===== src/rtl/cpu_core_param.sv =====
// cpu_core_param: parametrised single-accumulator CPU (HLT/SKZ/ADD/AND/XOR/LDA/STO/JMP) on a req/ready memory bus.
// Optional bus watchdog enabled by defining CPU_WDOG_EN (times out after TIMEOUT wait cycles).
`timescale 1ns/1ps
module cpu_core_param #(
  parameter int DATA_W  = 8,
  parameter int ADDR_W  = 5,
  parameter int TIMEOUT = 15
) (
  input  logic              clk,
  input  logic              rst,
  output logic              mem_req,
  output logic              mem_we,
  output logic [ADDR_W-1:0] mem_addr,
  output logic [DATA_W-1:0] mem_wdata,
  input  logic [DATA_W-1:0] mem_rdata,
  input  logic              mem_ready,
  output logic              halt,
  output logic              bus_err,
  output logic [ADDR_W-1:0] pc_dbg,
  output logic [DATA_W-1:0] acc_dbg,
  output logic [2:0]        state_dbg
);

  typedef enum logic [2:0] {
    S_IDLE   = 3'd0,
    S_FETCH  = 3'd1,
    S_DECODE = 3'd2,
    S_MEMRD  = 3'd3,
    S_MEMWR  = 3'd4,
    S_HALTED = 3'd5
  } state_t;

  localparam logic [2:0] OP_HLT = 3'd0;
  localparam logic [2:0] OP_SKZ = 3'd1;
  localparam logic [2:0] OP_ADD = 3'd2;
  localparam logic [2:0] OP_AND = 3'd3;
  localparam logic [2:0] OP_XOR = 3'd4;
  localparam logic [2:0] OP_LDA = 3'd5;
  localparam logic [2:0] OP_STO = 3'd6;
  localparam logic [2:0] OP_JMP = 3'd7;

  state_t            state_q;
  logic [ADDR_W-1:0] pc_q;
  logic [DATA_W-1:0] acc_q;
  logic [DATA_W-1:0] ir_q;

  logic [2:0]        opcode_s;
  logic [ADDR_W-1:0] addr_s;
  logic              zero_s;
  logic              xfer_done_s;
  logic              wdog_trip_s;
  logic [ADDR_W-1:0] pc_next_s;
  logic [DATA_W-1:0] alu_s;
  logic              ir_unused_s;

  function automatic logic [DATA_W-1:0] alu_f(input logic [2:0]        op,
                                              input logic [DATA_W-1:0] a,
                                              input logic [DATA_W-1:0] b);
    logic [DATA_W-1:0] r;
    case (op)
      OP_ADD:  r = a + b;
      OP_AND:  r = a & b;
      OP_XOR:  r = a ^ b;
      OP_LDA:  r = b;
      default: r = a;
    endcase
    return r;
  endfunction

  // Bits between the opcode and the address field carry no meaning.
  assign opcode_s    = ir_q[DATA_W-1 -: 3];
  assign addr_s      = ir_q[ADDR_W-1:0];
  assign ir_unused_s = ^ir_q;
  assign zero_s      = (acc_q == '0);
  assign alu_s       = alu_f(opcode_s, acc_q, mem_rdata);
  assign xfer_done_s = mem_req & mem_ready;

  // Next PC chosen in DECODE: jump target, skip-by-two on zero, otherwise increment.
  always_comb begin
    pc_next_s = pc_q + ADDR_W'(1);
    if (opcode_s == OP_JMP) begin
      pc_next_s = addr_s;
    end else if ((opcode_s == OP_SKZ) && zero_s) begin
      pc_next_s = pc_q + ADDR_W'(2);
    end else begin
      pc_next_s = pc_q + ADDR_W'(1);
    end
  end

  // Bus signals decode straight from the state register so they hold steady across wait states.
  always_comb begin
    mem_req  = 1'b0;
    mem_we   = 1'b0;
    mem_addr = pc_q;
    case (state_q)
      S_FETCH: begin
        mem_req  = 1'b1;
        mem_addr = pc_q;
      end
      S_MEMRD: begin
        mem_req  = 1'b1;
        mem_addr = addr_s;
      end
      S_MEMWR: begin
        mem_req  = 1'b1;
        mem_we   = 1'b1;
        mem_addr = addr_s;
      end
      default: begin
        mem_req  = 1'b0;
        mem_we   = 1'b0;
        mem_addr = pc_q;
      end
    endcase
  end

`ifdef CPU_WDOG_EN
  localparam int CNT_W = (TIMEOUT < 2) ? 1 : $clog2(TIMEOUT + 1);

  logic [CNT_W-1:0] wcnt_q;
  logic             bus_err_q;
  logic             stall_s;

  assign stall_s     = mem_req & ~mem_ready;
  assign wdog_trip_s = stall_s & (wcnt_q == CNT_W'(TIMEOUT - 1));

  // Wait-cycle counter; any completed or idle cycle restarts it for the next transfer.
  always_ff @(posedge clk or negedge rst) begin
    if (!rst) begin
      wcnt_q    <= '0;
      bus_err_q <= 1'b0;
    end else begin
      if (stall_s) begin
        wcnt_q <= wcnt_q + CNT_W'(1);
      end else begin
        wcnt_q <= '0;
      end
      if (wdog_trip_s) begin
        bus_err_q <= 1'b1;
      end else begin
        bus_err_q <= bus_err_q;
      end
    end
  end

  assign bus_err = bus_err_q;
`else
  assign wdog_trip_s = 1'b0;
  assign bus_err     = 1'b0;
`endif

  // Main sequencer: fetch, decode, optional operand transfer, halt.
  always_ff @(posedge clk or negedge rst) begin
    if (!rst) begin
      state_q <= S_IDLE;
      pc_q    <= '0;
      acc_q   <= '0;
      ir_q    <= '0;
    end else begin
      case (state_q)
        S_IDLE: state_q <= S_FETCH;
        S_FETCH: begin
          if (wdog_trip_s) begin
            state_q <= S_HALTED;
          end else if (xfer_done_s) begin
            ir_q    <= mem_rdata;
            state_q <= S_DECODE;
          end
        end
        S_DECODE: begin
          pc_q <= pc_next_s;
          case (opcode_s)
            OP_HLT:         state_q <= S_HALTED;
            OP_SKZ, OP_JMP: state_q <= S_FETCH;
            OP_STO:         state_q <= S_MEMWR;
            default:        state_q <= S_MEMRD;
          endcase
        end
        S_MEMRD: begin
          if (wdog_trip_s) begin
            state_q <= S_HALTED;
          end else if (xfer_done_s) begin
            acc_q   <= alu_s;
            state_q <= S_FETCH;
          end
        end
        S_MEMWR: begin
          if (wdog_trip_s) begin
            state_q <= S_HALTED;
          end else if (xfer_done_s) begin
            state_q <= S_FETCH;
          end
        end
        S_HALTED: state_q <= S_HALTED;
        default:  state_q <= S_IDLE;
      endcase
    end
  end

  assign mem_wdata = acc_q;
  assign halt      = (state_q == S_HALTED);
  assign pc_dbg    = pc_q;
  assign acc_dbg   = acc_q;
  assign state_dbg = state_q;

endmodule


===== config.mk =====
export PLATFORM = sky130hd
export DESIGN_NAME = cpu_core_param
export DESIGN_NICKNAME = d
export VERILOG_FILES = /design/src/rtl/cpu_core_param.sv
export SDC_FILE = /design/constraint.sdc
export NUM_CORES = 1
export LEC_CHECK = 0
export BUFFER_PORTS_ARGS = -buffer_cell sky130_fd_sc_hd__buf_4
export CAP_MARGIN = 20
export CORE_MARGIN = 5
export CORE_UTILIZATION = 60
export CTS_BUF_LIST = sky130_fd_sc_hd__clkbuf_4
export DETAILED_ROUTE_END_ITERATION = 16
export HOLD_SLACK_MARGIN = 0.02
export PLACE_DENSITY = 0.88
export SETUP_SLACK_MARGIN = 0.05
export SYNTH_ARGS = -nofsm -noshare
export SYNTH_HDL_FRONTEND = slang
export SYNTH_SLANG_ARGS = --single-unit

===== constraint.sdc =====
create_clock -name clk -period 5.25 [get_ports clk]
set_input_delay 1.05 -clock clk [delete_from_list [all_inputs] [get_ports clk]]
set_output_delay 1.05 -clock clk [all_outputs]
set_load 0.01 [all_outputs]

==> flow_summary.json, run 1 <==
{
  "fmax_mhz": 334,
  "cts_tree": "built",
  "layout-drive-gt1-share_pct": 30.0,
  "ys_warn_count": 0,
  "syn_area_um2": 1830,
  "clk_pin_slew_worst_paths_ps": 140,
  "core-area_um2": 3000,
  "synth_ff_type": "dfrtp_1",
  "placementRows": 20,
  "rrSetupSlack_ps": 3050,
  "min_from": "ir_q[1]",
  "reg2reg_to": "acc_dbg[2]",
  "portBuffers": 42,
  "whs_path_depth": 1,
  "wirelength_um": 4190,
  "cp-end-kind": "output port",
  "boundaryPins": 44,
  "start_kind": "flip-flop",
  "p_per_area_nw_per_um2": 670,
  "swShare_pct": 46.8,
  "place.gp.congestion": 0.943,
  "track_usage_pct": 21.1,
  "die_w_um": 65.3,
  "worstPathArrival_ps": 1940,
  "total_power_mw": 1.41,
  "pwr-share-clk_pct": 6.0,
  "clockBufferDepth": 2,
  "max_slew_margin_pct": 58.0,
  "r2r-start": "ir_q[6]",
  "routedWlPerCell_um": 15.8,
  "antenna_found_initial": 0,
  "diodes": 0,
  "rsz0062_at_grt": "no",
  "synth.ff_latch_count": 24,
  "yosysSeqAreaShare_pct": 32.7,
  "r2r_cells": 4,
  "cp_max_fo": 8,
  "cts_buffers": 3,
  "placed_cell_area_um2": 2080,
  "synthArstFlopShare_pct": 100,
  "clock-sinks": 24,
  "die_h_um": 65.3,
  "synth_cells": 205,
  "finalSetupViolCount": 0,
  "drt_iter0_drc": 131,
  "finalSetupTns_ps": 0,
  "vias_per_cell": 6.14,
  "hold_viol_final": 0,
  "period_minus_slack_ps": 2990,
  "leakagePower_nw": 0.985,
  "initial_core_util_pct": 61.1,
  "nets": 257,
  "post_cts_resized": 0,
  "worstPathRequired_ps": 4200,
  "cp-startpoint": "state_dbg[1]",
  "netSwitchingPower_uw": 657,
  "grt_pass1_wl_um": 7160,
  "p_int_uw": 748,
  "synth-edff-count": 0,
  "dieArea_um2": 4260,
  "synthToLayoutAreaGrowth_pct": 14.4,
  "grt_pass1_vias": 1544,
  "design_area_um2": 2100,
  "clk_latency_ps": 320,
  "fillers": 264,
  "place_hpwl_um": 3140,
  "min_path_type": "flip-flop to flip-flop",
  "yosysUniqueCellTypes": 44,
  "min_to": "ir_q[1]",
  "synth_fp_nets": 227,
  "hold_buffers": 0,
  "worst_pin_slew_ps": 628,
  "grt_overflow": 0,
  "period_share_pct": 57.0,
  "grt_max_degree": 25,
  "status": "finished clean",
  "via_count": 1633,
  "synth.avg_cell_area_um2": 8.95,
  "ir_worst_vdd_v": 0.000296,
  "pwr-share-comb_pct": 62.9,
  "cts_max_level": 1,
  "path_class": "flip-flop to output port",
  "postCtsSetupBuffers": 0,
  "slew_violations": 0,
  "power_frac_seq_pct": 31.2,
  "antenna_left": 0,
  "clock_tree.root_cell": "clkbuf_4",
  "maxCapViolCount": 0,
  "drt_pre_antenna_iters": 4,
  "skew_ps": 8.34,
  "drc": 0
}
how the worst max path moves through the flow:
stage                  end  cells past startpoint  slack [ps]
5_1_grt        mem_addr[2]                      5        2130
2_1_floorplan  mem_addr[0]                      5        2670
4_1_cts        mem_addr[1]                      5        2240
3_5_place_dp    acc_dbg[6]                     10        2490
6_report       mem_addr[2]                      5        2260
3_3_place_gp    acc_dbg[6]                     10        2570
registers in the layout (all words and copies together) (netlist names):
| name | flops |
|---|---|
| ir_q | 8 |
| pc_dbg | 5 |
| acc_dbg | 8 |
| state_dbg | 3 |
synthesized netlist by cell type (2+ instances only):
cell      count  area share, %
and3_1        2           0.68
ha_1         10            6.8
mux2_2       14            8.6
dfrtp_1      24             33
nor2b_1       2           0.68
nand3_2       3            1.6
xor2_1        4            1.9
o21ai_1       4            1.1
a31oi_1       2           0.68
o21bai_1      2           0.82
nor2_1       12            2.5
nand2b_1      6            2.0
a22oi_1       2           0.82
o21ai_0      13            3.5
o221ai_1      5            2.4
buf_4        10            4.1
a21o_1        2           0.82
buf_2         5            1.4
inv_1         6            1.2
nand2_1      30            6.1
or2_2         2           0.68
o31ai_1       3            1.2
a21oi_1      14            3.8
o22ai_1       6            2.0
o21a_1        2           0.82
nor3_1        2           0.55
routing by layer:
metal  global-route usage, %  vias up  routed length [um]
met1                    27.2      780                1830
met2                    36.2       57                2070
met3                    1.71        6                 221
met4                    8.81        0                  65
met5                       0        -                   0
li1                        -      790                   -
power by group through the flow:
| stage | Sequential (mW) | Combinational, mW | Clock (mW) |
|---|---|---|---|
| detailed placement | 0.440 | 0.883 | 0 |
| floorplan | 0.393 | 0.662 | 0 |
| global placement | 0.436 | 0.862 | 0 |
| CTS | 0.436 | 0.889 | 0.0841 |
| finish | 0.438 | 0.884 | 0.0837 |
| global route | 0.459 | 0.982 | 0.0929 |
cells by family after synthesis:
family          count (synthesis)  synth area share [%]
simple gates                   66                  19.0
buf+inv                        23                  7.50
compound gates                 60                  20.9
other cells                     1                 0.204
mux                            15                  9.41
fa+ha+maj                      11                  7.91
flops                          24                  32.7
xor+xnor                        5                  2.39
cells in the final DEF (no fill, tap or decap), drive strengths merged, types with 2 or more instances in the layout:
master and instances:
a21o 2, a21oi 14, a22oi 2, a31oi 2, and3 2, buf 42, clkbuf 3, dfrtp 24
ha 10, inv 6, mux2 15, nand2 30, nand2b 6, nand3 4, nor2 13, nor2b 2
nor3 2, nor4 2, o21a 2, o21ai 17, o21bai 2, o221ai 5, o22ai 7, o31ai 3
or2 2, xor2 4
area by class of cell:
type                            instances  area, um2  area share (%)
Multi-Input combinational cell        158       1100            52.2
Sequential cell                        24        601            28.6
Timing Repair Buffer                   42        315            15.0
Tap cell                               33       41.3            1.97
Clock buffer                            3       22.5            1.07
Inverter                                6       22.5            1.07
worst max-delay path: stages (launching register included):
cell	delay [ps]
dfrtp_1	490
nand2b_1	210
nor2_1	180
a21o_1	230
mux2_2	360
buf_4	140
metrics by stage:
step           setup WS (ps)  hold slack [ps]  utilization [%]  cells
2_1_floorplan           2670              492                -    205
3_3_place_gp            2570              512             69.1    263
3_5_place_dp            2490              523             69.1    263
4_1_cts                 2240              554             69.9    266
5_1_grt                 2130              582             69.9    266
6_report                2260              552             69.9    266
No activity file was read; power rests on OpenSTA's default activity.
==> run 2: changes to the inputs <==
Settings changed: ABC_AREA set to 1, CORE_UTILIZATION 60 to 51, PLACE_DENSITY 0.88 to 0.79.
Clock period 5.25 ns to 2.6 ns, I/O delays scaled along.
==> flow_summary.json, run 2 <==
{
  "status": "finished clean",
  "cp-end-kind": "output port",
  "die_w_um": 72.3,
  "swShare_pct": 51.0,
  "track_usage_pct": 18.8,
  "cts_max_level": 1,
  "yosysTopAreaCell": "dfrtp_1",
  "yosys.area.top_type_share_pct": 30.4,
  "antenna_found_initial": 0,
  "fillers": 369,
  "rsz0062_at_grt": "no",
  "cp_top_family": "simple AND/OR/NAND/NOR gates",
  "initial_core_util_pct": 53.2,
  "highest_layer": "met4",
  "ir_worst_vdd_v": 0.000564,
  "place.gp.congestion": 0.925,
  "slowest_delay_ps": 450,
  "clock_tree.root_cell": "clkbuf_4",
  "path_depth": 7,
  "maxCapViolCount": 0,
  "slew_violations": 0,
  "leakagePower_nw": 1.26,
  "seqCellArea_um2": 601,
  "cts_tree": "built",
  "finalSetupViolCount": 0,
  "portBuffers": 42,
  "clk_latency_ps": 310,
  "synth_cells": 298,
  "rrSetupSlack_ps": 760,
  "yosysUniqueCellTypes": 29,
  "wl_met2_um": 2180,
  "synth.ff_latch_count": 24,
  "routedWlPerCell_um": 12.1,
  "r2r-start": "acc_dbg[0]",
  "path_class": "flip-flop to output port",
  "min_path_type": "primary input to async pin",
  "hold_buffers": 0,
  "drc": 0,
  "period_minus_slack_ps": 2250,
  "diodes": 0,
  "skew_ps": 7.29,
  "layout-drive-gt1-share_pct": 21.2,
  "final_common_cell": "nand2_1",
  "wirelength_um": 4580,
  "path_cells": "inv_2 -> nand2_1 -> nor2_2 -> nor2_2 -> nand2_1 -> o21ai_1 -> buf_4",
  "clock-sinks": 24,
  "synthToLayoutAreaGrowth_pct": 15.7,
  "die_h_um": 72.3,
  "drt_pre_antenna_iters": 4,
  "p_int_mw": 1.38,
  "worstPathRequired_ps": 2080,
  "wl_met1_um": 2080,
  "yosys-top-cells-area": "dfrtp_1, nand2_1, nand3_1",
  "synth_most_common_cell": "nand2_1",
  "netSwitchingPower_mw": 1.44,
  "grt_overflow": 0,
  "ys_warn_count": 0,
  "power_frac_seq_pct": 26.9,
  "p_per_area_nw_per_um2": 1230,
  "antenna_left": 0,
  "cpMaxStageDelayCell": "dfrtp_1",
  "place_hpwl_um": 3680,
  "cp-startpoint": "state_dbg[2]",
  "r2r_cells": 11,
  "holdWs_ps": 73.3,
  "synth_fp_nets": 320,
  "cp_max_fo": 12,
  "syn_area_um2": 1980,
  "synth_ff_type": "dfrtp_1",
  "grt_pass1_vias": 1851,
  "period_share_pct": 86.7,
  "placementRows": 22,
  "start_kind": "flip-flop",
  "synth.avg_cell_area_um2": 6.64,
  "fmax_mhz": 444,
  "postCtsSetupBuffers": 0,
  "hold_viol_final": 0,
  "core-area_um2": 3720,
  "drt_iter0_drc": 58,
  "cts_buffers": 3,
  "boundaryPins": 44,
  "cp-endpoint": "mem_addr[0]",
  "wl_met3_um": 247,
  "clockBufferDepth": 2,
  "pwr-share-clk_pct": 5.6,
  "dieArea_um2": 5220,
  "grt_pass1_wl_um": 8020,
  "clk_pin_slew_worst_paths_ps": 120,
  "worstPathArrival_ps": 1730,
  "via_count": 1954,
  "vias_per_cell": 5.17,
  "yosysSeqAreaShare_pct": 30.4,
  "synth-edff-count": 0,
  "synthArstFlopShare_pct": 100,
  "crit_buf_inv": 2,
  "multi_input_area_um2": 1160,
  "reg2reg_to": "acc_dbg[6]",
  "post_cts_resized": 0,
  "pwr-share-comb_pct": 67.4,
  "synth_common_cells": "nand2_1, nand3_1, inv_1",
  "nets": 354,
  "finalSetupTns_ps": 0,
  "grt_max_degree": 25,
  "most-common-layout-cells": "nand2_1, buf_4, nand3_1, inv_1, dfrtp_1"
}
## run 2: how the worst min path moves through the flow
stage          slack [ps]  depth (start not counted)  start           end
4_1_cts                80                          1    rst  state_dbg[0]
5_1_grt                90                          1    rst     pc_dbg[0]
3_5_place_dp          440                          1    rst  state_dbg[0]
3_3_place_gp          440                          1    rst     pc_dbg[3]
6_report               70                          1    rst  state_dbg[0]
2_1_floorplan         220                          0    rst    acc_dbg[0]
## run 2: layer usage
layer	vias up	GRT usage, %
met1	887	24.3
met5	-	0
li1	1007	-
met4	0	6.26
met2	51	32.1
met3	9	3.05
## run 2: final cells by class
type                            instances  area share [%]
Tap cell                               48            2.62
Clock buffer                            3           0.984
Multi-Input combinational cell        225            50.5
Sequential cell                        24            26.2
Timing Repair Buffer                   42            13.8
Inverter                               36            5.90
## run 2: power groups by stage
stage | Sequential [mW] | Combinational (mW) | Clock (mW)
finish | 0.759 | 1.90 | 0.159
global placement | 0.764 | 1.87 | 0
CTS | 0.759 | 1.91 | 0.167
floorplan | 0.771 | 1.32 | 0
global route | 0.794 | 2.16 | 0.181
detailed placement | 0.767 | 1.90 | 0
## run 2: per-stage QoR
step                      total power [mW]  area (um2)  util (%)  instances  worst slack [ps]
after floorplan                       2.09        1980         -        298               827
after global placement                2.64        2260      60.9        375               565
after detailed placement              2.67        2260      60.9        375               508
after CTS                             2.84        2290      61.5        378               134
after global routing                  3.13        2290      61.6        378               154
final                                 2.82        2290      61.6        378               346
## run 2: logic make-up (layout without fill, tap and decap cells)
kind of cell	after synthesis	after routing	synth area share, %
buf+inv	49	81	11.3
other cells	1	1	0.190
simple gates	173	173	39.6
xor+xnor	5	5	2.21
fa+ha+maj	11	11	7.34
flops	24	24	30.4
compound gates	35	35	8.98
